### src/rtl/control_pkg.sv
// Shared definitions for the accumulator-machine controller.
// Holds the opcode map, FSM state encoding, ALU operation codes, datapath
// select encodings, the bundled control word and small opcode classifiers.
package control_pkg;

    typedef enum logic [3:0] {
        OP_HALT  = 4'h0,
        OP_LOAD  = 4'h1,
        OP_STORE = 4'h2,
        OP_ADD   = 4'h3,
        OP_SUB   = 4'h4,
        OP_AND   = 4'h5,
        OP_OR    = 4'h6,
        OP_XOR   = 4'h7,
        OP_JUMP  = 4'h8,
        OP_SKIPZ = 4'h9,
        OP_SKIPN = 4'hA,
        OP_CLEAR = 4'hB,
        OP_SHL   = 4'hC,
        OP_SHR   = 4'hD,
        OP_ILL_E = 4'hE,
        OP_ILL_F = 4'hF
    } opcode_t;

    typedef enum logic [3:0] {
        IDLE,
        FETCH_A,
        FETCH_W,
        FETCH_I,
        DECODE,
        EX_A,
        EX_W,
        EX_M,
        EX_C,
        EX_S,
        HALTED
    } state_t;

    localparam logic [3:0] ALU_ADD = 4'b0000;
    localparam logic [3:0] ALU_SUB = 4'b0001;
    localparam logic [3:0] ALU_SHL = 4'b0100;
    localparam logic [3:0] ALU_SHR = 4'b0101;
    localparam logic [3:0] ALU_AND = 4'b1000;
    localparam logic [3:0] ALU_OR  = 4'b1001;
    localparam logic [3:0] ALU_XOR = 4'b1010;

    localparam logic       PC_SEL_INC   = 1'b0;
    localparam logic       PC_SEL_IR    = 1'b1;
    localparam logic       MAR_SEL_PC   = 1'b0;
    localparam logic       MAR_SEL_IR   = 1'b1;
    localparam logic       MBR_SEL_MEM  = 1'b0;
    localparam logic       MBR_SEL_ACC  = 1'b1;
    localparam logic [1:0] ACC_SEL_ALU  = 2'b00;
    localparam logic [1:0] ACC_SEL_MBR  = 2'b01;
    localparam logic [1:0] ACC_SEL_ZERO = 2'b10;

    typedef struct packed {
        logic       pc_we;
        logic       mar_we;
        logic       mbr_we;
        logic       ir_we;
        logic       acc_we;
        logic       mem_we;
        logic       pc_sel;
        logic       mar_sel;
        logic       mbr_sel;
        logic [1:0] acc_sel;
        logic [3:0] alu_op;
        logic       instr_done;
        logic       halted;
    } ctrl_t;

    // Opcodes that complete in DECODE.
    function automatic logic is_single(opcode_t op);
        return op inside {OP_HALT, OP_JUMP, OP_SKIPZ, OP_SKIPN, OP_CLEAR,
                          OP_SHL, OP_SHR, OP_ILL_E, OP_ILL_F};
    endfunction

    // Opcodes that stop the machine.
    function automatic logic is_stop(opcode_t op);
        return op inside {OP_HALT, OP_ILL_E, OP_ILL_F};
    endfunction

    function automatic logic [3:0] alu_code(opcode_t op);
        case (op)
            OP_SUB:  return ALU_SUB;
            OP_AND:  return ALU_AND;
            OP_OR:   return ALU_OR;
            OP_XOR:  return ALU_XOR;
            OP_SHL:  return ALU_SHL;
            OP_SHR:  return ALU_SHR;
            default: return ALU_ADD;
        endcase
    endfunction

endpackage

### src/rtl/control_decode.sv
// Combinational control decode.
// Turns the registered FSM state plus the IR opcode and ACC contents into the
// full datapath control word.  IR/ACC only influence the word in DECODE,
// EX_A and EX_C; every other state produces a fixed Moore pattern.
//   state  : current FSM state
//   opcode : IR[15:12]
//   acc_q  : accumulator, used by SKIPZ/SKIPN
//   ctrl   : strobes, selects, alu_op, instr_done, halted
import control_pkg::*;

module control_decode (
    input  state_t      state,
    input  logic [3:0]  opcode,
    input  logic [15:0] acc_q,
    output ctrl_t       ctrl
);

    opcode_t op;

    always_comb begin
        op   = opcode_t'(opcode);
        ctrl = '0;
        case (state)
            FETCH_A: begin
                ctrl.mar_we  = 1'b1;
                ctrl.mar_sel = MAR_SEL_PC;
            end
            FETCH_I: begin
                ctrl.ir_we  = 1'b1;
                ctrl.pc_we  = 1'b1;
                ctrl.pc_sel = PC_SEL_INC;
            end
            DECODE: begin
                ctrl.instr_done = is_single(op);
                case (op)
                    OP_JUMP: begin
                        ctrl.pc_we  = 1'b1;
                        ctrl.pc_sel = PC_SEL_IR;
                    end
                    OP_SKIPZ: begin
                        ctrl.pc_we  = (acc_q == '0);
                        ctrl.pc_sel = PC_SEL_INC;
                    end
                    OP_SKIPN: begin
                        ctrl.pc_we  = acc_q[15];
                        ctrl.pc_sel = PC_SEL_INC;
                    end
                    OP_CLEAR: begin
                        ctrl.acc_we  = 1'b1;
                        ctrl.acc_sel = ACC_SEL_ZERO;
                    end
                    OP_SHL, OP_SHR: begin
                        ctrl.acc_we  = 1'b1;
                        ctrl.acc_sel = ACC_SEL_ALU;
                        ctrl.alu_op  = alu_code(op);
                    end
                    default: ;
                endcase
            end
            EX_A: begin
                ctrl.mar_we  = 1'b1;
                ctrl.mar_sel = MAR_SEL_IR;
                if (op == OP_STORE) begin
                    ctrl.mbr_we  = 1'b1;
                    ctrl.mbr_sel = MBR_SEL_ACC;
                end
            end
            EX_M: begin
                ctrl.mbr_we  = 1'b1;
                ctrl.mbr_sel = MBR_SEL_MEM;
            end
            EX_C: begin
                ctrl.acc_we     = 1'b1;
                ctrl.instr_done = 1'b1;
                if (op == OP_LOAD) begin
                    ctrl.acc_sel = ACC_SEL_MBR;
                end else begin
                    ctrl.acc_sel = ACC_SEL_ALU;
                    ctrl.alu_op  = alu_code(op);
                end
            end
            EX_S: begin
                ctrl.mem_we     = 1'b1;
                ctrl.instr_done = 1'b1;
            end
            HALTED: ctrl.halted = 1'b1;
            default: ;
        endcase
    end

endmodule

### src/rtl/control_unit.sv
// Multi-cycle controller for a 16-bit accumulator machine.
// Sequences fetch (address, memory wait, IR load), decode and the memory
// execute paths; the memory wait lengths come from MEM_LAT via a down-counter.
//   clk, reset (sync, active high), run (level enable)
//   ir_q, acc_q            : IR and ACC contents from the datapath
//   *_we                   : register / memory write strobes (0 while reset)
//   pc_sel, mar_sel, mbr_sel, acc_sel, alu_op : datapath steering
//   instr_done, halted, illegal : status
import control_pkg::*;

module control_unit #(
    parameter int ADDR_W  = 12,
    parameter int MEM_LAT = 1
) (
    input  logic        clk,
    input  logic        reset,
    input  logic        run,
    input  logic [15:0] ir_q,
    input  logic [15:0] acc_q,
    output logic        pc_we,
    output logic        mar_we,
    output logic        mbr_we,
    output logic        ir_we,
    output logic        acc_we,
    output logic        mem_we,
    output logic        pc_sel,
    output logic        mar_sel,
    output logic        mbr_sel,
    output logic [1:0]  acc_sel,
    output logic [3:0]  alu_op,
    output logic        instr_done,
    output logic        halted,
    output logic        illegal
);

    localparam logic [1:0] WAIT_INIT = 2'(MEM_LAT - 1);

    state_t     state;
    state_t     state_nxt;
    logic [1:0] wait_cnt;
    logic       illegal_q;
    opcode_t    op;
    ctrl_t      ctrl;

    // The operand address is consumed by the datapath, not the controller.
    logic unused_addr;
    assign unused_addr = ^ir_q[ADDR_W-1:0];

    assign op = opcode_t'(ir_q[15:12]);

    always_ff @(posedge clk) begin
        if (reset) begin
            state     <= IDLE;
            wait_cnt  <= '0;
            illegal_q <= 1'b0;
        end else begin
            state <= state_nxt;
            // Reload on the cycle before each wait state so the wait lasts
            // exactly MEM_LAT cycles.
            if (state == FETCH_A || state == EX_A) begin
                wait_cnt <= WAIT_INIT;
            end else if (wait_cnt != '0) begin
                wait_cnt <= wait_cnt - 2'd1;
            end
            if (state == DECODE && (op == OP_ILL_E || op == OP_ILL_F)) begin
                illegal_q <= 1'b1;
            end
        end
    end

    always_comb begin
        state_nxt = state;
        case (state)
            IDLE:    if (run) state_nxt = FETCH_A;
            FETCH_A: state_nxt = FETCH_W;
            FETCH_W: if (wait_cnt == '0) state_nxt = FETCH_I;
            FETCH_I: state_nxt = DECODE;
            DECODE: begin
                if (is_stop(op)) begin
                    state_nxt = HALTED;
                end else if (is_single(op)) begin
                    state_nxt = run ? FETCH_A : IDLE;
                end else begin
                    state_nxt = EX_A;
                end
            end
            // STORE captures ACC into MBR alongside the address in EX_A,
            // so it needs no memory wait before writing in EX_S.
            EX_A:    state_nxt = (op == OP_STORE) ? EX_S : EX_W;
            EX_W:    if (wait_cnt == '0) state_nxt = EX_M;
            EX_M:    state_nxt = EX_C;
            EX_C,
            EX_S:    state_nxt = run ? FETCH_A : IDLE;
            HALTED:  state_nxt = HALTED;
            default: state_nxt = IDLE;
        endcase
    end

    control_decode u_decode (
        .state  (state),
        .opcode (ir_q[15:12]),
        .acc_q  (acc_q),
        .ctrl   (ctrl)
    );

    // Strobes are masked by reset itself so a reset cycle never writes.
    assign pc_we      = ctrl.pc_we  & ~reset;
    assign mar_we     = ctrl.mar_we & ~reset;
    assign mbr_we     = ctrl.mbr_we & ~reset;
    assign ir_we      = ctrl.ir_we  & ~reset;
    assign acc_we     = ctrl.acc_we & ~reset;
    assign mem_we     = ctrl.mem_we & ~reset;
    assign pc_sel     = ctrl.pc_sel;
    assign mar_sel    = ctrl.mar_sel;
    assign mbr_sel    = ctrl.mbr_sel;
    assign acc_sel    = ctrl.acc_sel;
    assign alu_op     = ctrl.alu_op;
    assign instr_done = ctrl.instr_done;
    assign halted     = ctrl.halted;
    assign illegal    = illegal_q;

endmodule
### config.mk
export PLATFORM = sky130hd
export DESIGN_NAME = control_unit
export DESIGN_NICKNAME = d
export VERILOG_FILES = /design/src/rtl/control_pkg.sv /design/src/rtl/control_decode.sv /design/src/rtl/control_unit.sv
export SDC_FILE = /design/constraint.sdc
export NUM_CORES = 1
export LEC_CHECK = 0
export CORE_MARGIN = 4
export CORE_UTILIZATION = 33
export DETAILED_ROUTE_END_ITERATION = 8
export GPL_TIMING_DRIVEN = 0
export PLACE_DENSITY = 0.73
export SLEW_MARGIN = 0
export SYNTH_ARGS = -nofsm -noshare
export SYNTH_HDL_FRONTEND = slang
export SYNTH_SLANG_ARGS = --single-unit
export TNS_END_PERCENT = 50
### constraint.sdc
create_clock -name clk -period 2.02 [get_ports clk]
set_input_delay 0.606 -clock clk [delete_from_list [all_inputs] [get_ports clk]]
set_output_delay 0.606 -clock clk [all_outputs]
set_load 0.02 [all_outputs]
Word-level counts from Yosys, hierarchy flattened
Cells that the tools add are included.
{"block": "word_totals", "input_bits": 35, "regBits": 7, "out_inout_bits": 18}
{"block": "op_classes", "bitwise_logic": 7, "n_mux": 29, "n_addsub": 1, "n_eq_ne": 27, "n_reduce_logical": 16}
{"cell": "$eq A4 B4 Y1 const B", "n": 11}
{"cell": "$pmux W4 S10", "n": 1}
{"cell": "$eq A4 B3 Y1 const B", "n": 8}
{"cell": "$mux W4", "n": 7}
{"cell": "$pmux W4 S6", "n": 1}
{"cell": "$logic_not A16 Y1", "n": 1}
{"cell": "$eq A4 B2 Y1 const B", "n": 3}
{"cell": "$mux W1", "n": 12}
{"cell": "$pmux W6 S2", "n": 1}
{"cell": "$reduce_bool A9 Y1", "n": 1}
{"cell": "$eq A4 B1 Y1 const B", "n": 2}
{"cell": "$logic_not A4 Y1", "n": 2}
{"cell": "$pmux W1 S2", "n": 4}
{"cell": "$reduce_or A2 Y1", "n": 4}
{"cell": "$and A1 B1 Y1", "n": 6}
{"cell": "$ne A2 B2 Y1 const B", "n": 3}
{"cell": "$mux W3", "n": 1}
{"cell": "$pmux W1 S3", "n": 1}
{"cell": "$reduce_and A3 Y1", "n": 1}
{"cell": "$reduce_bool A3 Y1", "n": 1}
{"cell": "$reduce_or A3 Y1", "n": 1}
{"cell": "$logic_not A2 Y1", "n": 1}
{"cell": "$logic_or A1 B1 Y1", "n": 2}
{"cell": "$mux W2", "n": 1}
{"cell": "other kinds (4)", "n": 4}

Logic depth before layout (Yosys ltp)
{"block": "logic_depth", "word_depth": 5, "ltp_mapped": 6}

By module
A second synthesis with hierarchy kept.
{"block": "hier_totals", "hier_cells": 114, "area_unflattened_um2": 827.0}
{"module": "control_unit", "instances": 1, "area_per_inst_um2": 516.7, "cells_per_inst": 68, "seq_area_each_um2": 140.1}
{"module": "control_decode", "instances": 1, "area_per_inst_um2": 310.3, "cells_per_inst": 46, "seq_area_each_um2": 0.0}

Worst setup path after synthesis
Ideal clock, no wire load.
{"block": "synth_path", "path_type": "input to output", "startpoint": "in ir_q[12]", "endpoint": "out mbr_we", "stages": 4, "arrival_ns": 1.756, "path_slack_ns": -0.342, "path_cell_list": "buf_6 > nor4b_4 > nor2_1 > nor4_1"}
{"block": "synth_via", "elab_chain_len": 4}
{"item": "start, declared", "line_no": "control_unit.sv:18", "source": "input logic [15:0] ir_q,"}
{"item": "$eq A4 B2 Y1", "line_no": "control_decode.sv:63", "source": "if (op == OP_STORE) begin"}
{"item": "$mux W1", "line_no": "control_decode.sv:63"}
{"item": "$pmux W1 S2", "line_no": "control_decode.sv:23", "source": "case (state)"}
{"item": "$and A1 B1 Y1", "line_no": "control_unit.sv:109", "source": "assign mbr_we = ctrl.mbr_we & ~reset;"}
{"item": "end, declared", "line_no": "control_unit.sv:22", "source": "output logic mbr_we,"}
Every way passes these cells.

Worst setup path in the final report
{"block": "layout_path", "startpoint": "reg state[2]", "endpoint": "out pc_we"}
{"block": "layout_via", "elab_chain_len": 3, "word_cells_on_any_way": 4, "classes_between": "2 x eq/ne; 1 x mux; 1 x bitwise"}
{"item": "start, declared", "line_no": "control_unit.sv:38", "source": "state_t state;"}
{"item": "start signal, assigned", "line_no": "control_unit.sv:57", "source": "state <= state_nxt;"}
{"item": "$eq A4 B3 Y1 / $eq A4 B2 Y1 (equally long branches)", "line_no": "control_decode.sv:23"}
{"item": "$pmux W1 S2 *", "line_no": "control_decode.sv:23"}
{"item": "$and A1 B1 Y1 *", "line_no": "control_unit.sv:107", "source": "assign pc_we = ctrl.pc_we & ~reset;"}
{"item": "end, declared", "line_no": "control_unit.sv:20", "source": "output logic pc_we,"}
Every way passes the cells marked *; elsewhere a longest branch is shown, timed or not.

==> summary.md <==
| Metric | Value |
|---|---|
| Failing checks | setup timing |
| Residual DRC | 0 |
| Async S/R FF share, synth | 0% |
| Busiest grt layer | met2 |
| Final nets | around 210 |
| Total CTS buffers | 3 |
| Critical path startpoint category | flip-flop |
| # clock sinks | 7 |
| Hold violation count in the final report | 0 |
| Core area | roughly 2300 um^2 |
| Reg2Reg Depth | 5 |
| Slowest-stage cell, CP | dfxtp_2 |
| ANT nets after route | 0 |
| Worst slew margin | about four fifths |
| Dpl ws | -1.193 ns |
| Root Driver | clkbuf_4 |
| Syn_nets | ~150 |
| Worst IR Drop VDD | between 0.7 and 0.8 mV |
| Clk Latency, worst-skew pair | ~0.26 ns |
| Number of library cell types mapped by synthesis | between 40 and 50 |
| Area Growth Syn to Fin | 97.00% |
| H-tree lvl count | 1 |
| Cells after DPL | 180 |
| Kind of cell adding the most delay to the critical path | compound AO/OA/AOI/OAI gates |
| Die area | 3393 um^2 |
| Final worst slack | -0.2032 ns |
| Post-synth top area cell | dfxtp_1 |
| CP required | about 1.4 ns |
| Initial antenna violation count | 0 |
| CTS tree | done |
| Fill count | between 150 and 200 |
| Synth Instances | 113 |
| Cell Area, Synth | around 830 um^2 |
| RSZ-0062 raised after global routing | yes |
| Number of synthesized flops with an enable pin | 0 |
| Fin crit period | around 2.2 ns |
| Die width | slightly below 60 um |
| Vias/cell | between 5 and 6 |
| RD Place Congestion | ~0.87 |
| Hold Path End | wait_cnt[0] |
| GR Util met3 | approximately 5.8% |
| Worst r2r src | state[2] |
| Clk buf depth | 2 |
| # port buffers | 39 |
| Avg WL per Cell | 16.44 um |
| Hold_sp | wait_cnt[0] |
| Synthesized area per cell | 7.374 um^2 |
| Final core occ | 71.46% |
| Kind of critical path | flip-flop to output port |
| Post-DP HPWL | 1923 um |
| Inserted Diodes | 0 |
| Most common cell after layout, fill and taps aside | buf_4 |
| Tightest Hold Check Type | flip-flop to flip-flop |
| Clk_skew | 0.003843 ns |
| Final setup fails | 11 |
| R2R Path End | state[2] |
| Crit Path Max Fanout | 4 |
| Slowest stage delay, CP | between 0.3 and 0.4 ns |
| Num ports | 53 |
| Largest net degree at the start of global routing | 11 |
| CP dominant cell by count | buf_6 |
| Worst reg2reg setup slack | ~0.56 ns |
| Rows | 17 |
| Highest Clock Rate | 449.8 MHz |
| Crit-path cells | nor2b_4 > buf_6 > nand3_4 > o31a_1 > a311oi_4 > buf_6 |
| Worst-path clk slew | roughly 0.05 ns |
| Outcome | finished, violations left |
| Vert. Die Dim | 58.25 um |
| M2 GR Usage | 37.42% |
| Fin area | between 1500 and 2000 um^2 |
| FF+latch count, synth | 7 |
| Hold path depth | 2 |
| Most frequent cells in the layout | 27 x buf_4, 12 x buf_2, 12 x buf_6, 10 x nor2_1, 8 x nand2_1 |
| Ratio of cells with drive above 1 in the final layout | 53.11% |
| Tcrit/Tclk final | 110.1% |
| Sequential-to-total area share from yosys stat | between 10% and 20% |
| Critical path buffer and inverter count | 2 |
| Crit path DAT | approximately 1.6 ns |
| Global-route wire length before repair | roughly 5300 um |
| Met1 GRT Util | between 20% and 30% |
| Leakage power | ~0.70 nW |
| Non-filler instance count after layout | just over 200 |
| Power density over the cells | between 800 and 900 nW/um^2 |
| Pins Over Slew Limit | 0 |
| Synth warn | 0 |
| First drt pass iteration count | 6 |
| Gr usage total | about 20% |
| Cts hold-fix bufs | 0 |
| CP endpoint kind | output port |
| Vias in the first global route | between 1k and 1.5k |
| Max-cap violations | 0 |
| Worst-Margin Slew | 0.2899 ns |
| Synth area leaders | dfxtp_1 17%, nor4_1 6.0%, nor2_1 5.4% |
| Vias | between 1k and 1.5k |
| Yosys top cell area share | 16.82% |
| Initial DRC Count | 30 |
| Prevailing post-synth register cell | dfxtp_1 |
| Overflow after GRT | 0 |
| Drt total wl | between 3000 and 4000 um |
| Placed cell area | around 1300 um^2 |
| Initial Util | between 30% and 40% |
flip-flops by register name, summed over array words and instances, names as in the netlist:
signal and count:
illegal 1, state 4, wait_cnt 2
layer usage:
layer / wire length, um / up-vias / share of wire [%]
met2: 1735 / 60 / 51
met4: 61 / 0 / 1.8
li1: - / 549 / -
met3: 264 / 7 / 7.8
met5: 0 / - / 0
met1: 1310 / 562 / 39
stage by stage:
step,total power (W),hold slack [ns],setup TNS [ns]
after global placement,0.0009380,0.5024,-14.77
after global routing,0.001490,0.5620,-1.761
after detailed placement,0.0009510,0.5273,-15.09
after floorplan,0.0007535,0.4914,-0.1834
final,0.001403,0.5367,-1.010
after CTS,0.001348,0.5375,-1.004
cells by family after synthesis:
group / share of synthesized area, %
AOI/OAI and AO/OA: 22.07
and+or+nand+nor: 45.05
DFF: 16.82
muxes: 2.402
adders and majority gates: 1.501
buffers and inverters: 10.06
xor gates and xnor gates: 2.102
what timing repair did:
item / in CTS / in global routing
resized for setup: 175 / 16
endpoints found under the setup margin: 17 / 17
pin swaps: 17 / 10
cloned: 1 / 0
setup buffers: 20 / 1
how the worst max path moves through the flow:
stage               startpoint   endpoint  slack, ns  cells after the start
floorplan             ir_q[15]  alu_op[0]      -0.07                      4
global placement      ir_q[15]      pc_we      -1.17                      6
detailed placement    ir_q[14]     acc_we      -1.19                      6
CTS                   state[0]  alu_op[0]      -0.21                      6
global route          state[2]      pc_we      -0.28                      6
finish                state[2]      pc_we      -0.20                      6
report_power, final:
| group | internal (W) | switching, W | leakage [nW] |
|---|---|---|---|
| registers | 0.000188 | 0.0000539 | 0.0594 |
| logic | 0.000484 | 0.000546 | 0.630 |
| clock network | 0.0000756 | 0.0000550 | 0.0150 |
| total | 0.000748 | 0.000655 | 0.704 |
area by class of cell:
| cell class | instances | area (um^2) | area share (%) |
|---|---|---|---|
| Timing Repair Buffer | 61 | 510.5 | 31.10 |
| Sequential cell | 7 | 150.1 | 9.146 |
| Clock buffer | 4 | 26.28 | 1.601 |
| Multi-Input combinational cell | 90 | 777.0 | 47.33 |
| Buffer | 11 | 127.6 | 7.774 |
| Inverter | 4 | 15.01 | 0.9146 |
| Tap cell | 28 | 35.03 | 2.134 |
synthesized netlist by cell type, types with 2 or more instances:
library cell   n
o21ai_1        2
o21ai_0        2
nor2b_1        3
nand3_1        3
nor3_1         7
xor2_1         2
and3_1         2
a21o_1         2
inv_1          4
clkbuf_1       3
nor2_1        12
nor4_1         8
nor3b_1        2
a21oi_1        2
nand2_1        9
buf_2          7
and2_1         2
buf_6          2
mux2i_1        2
a31oi_1        3
dfxtp_1        7
worst min-delay path, stage by stage (launching register included):
cell and delay, ns:
dfxtp_1 0.31, xor2_1 0.13, nor3_1 0.05
(Power assumes the default switching activity.)
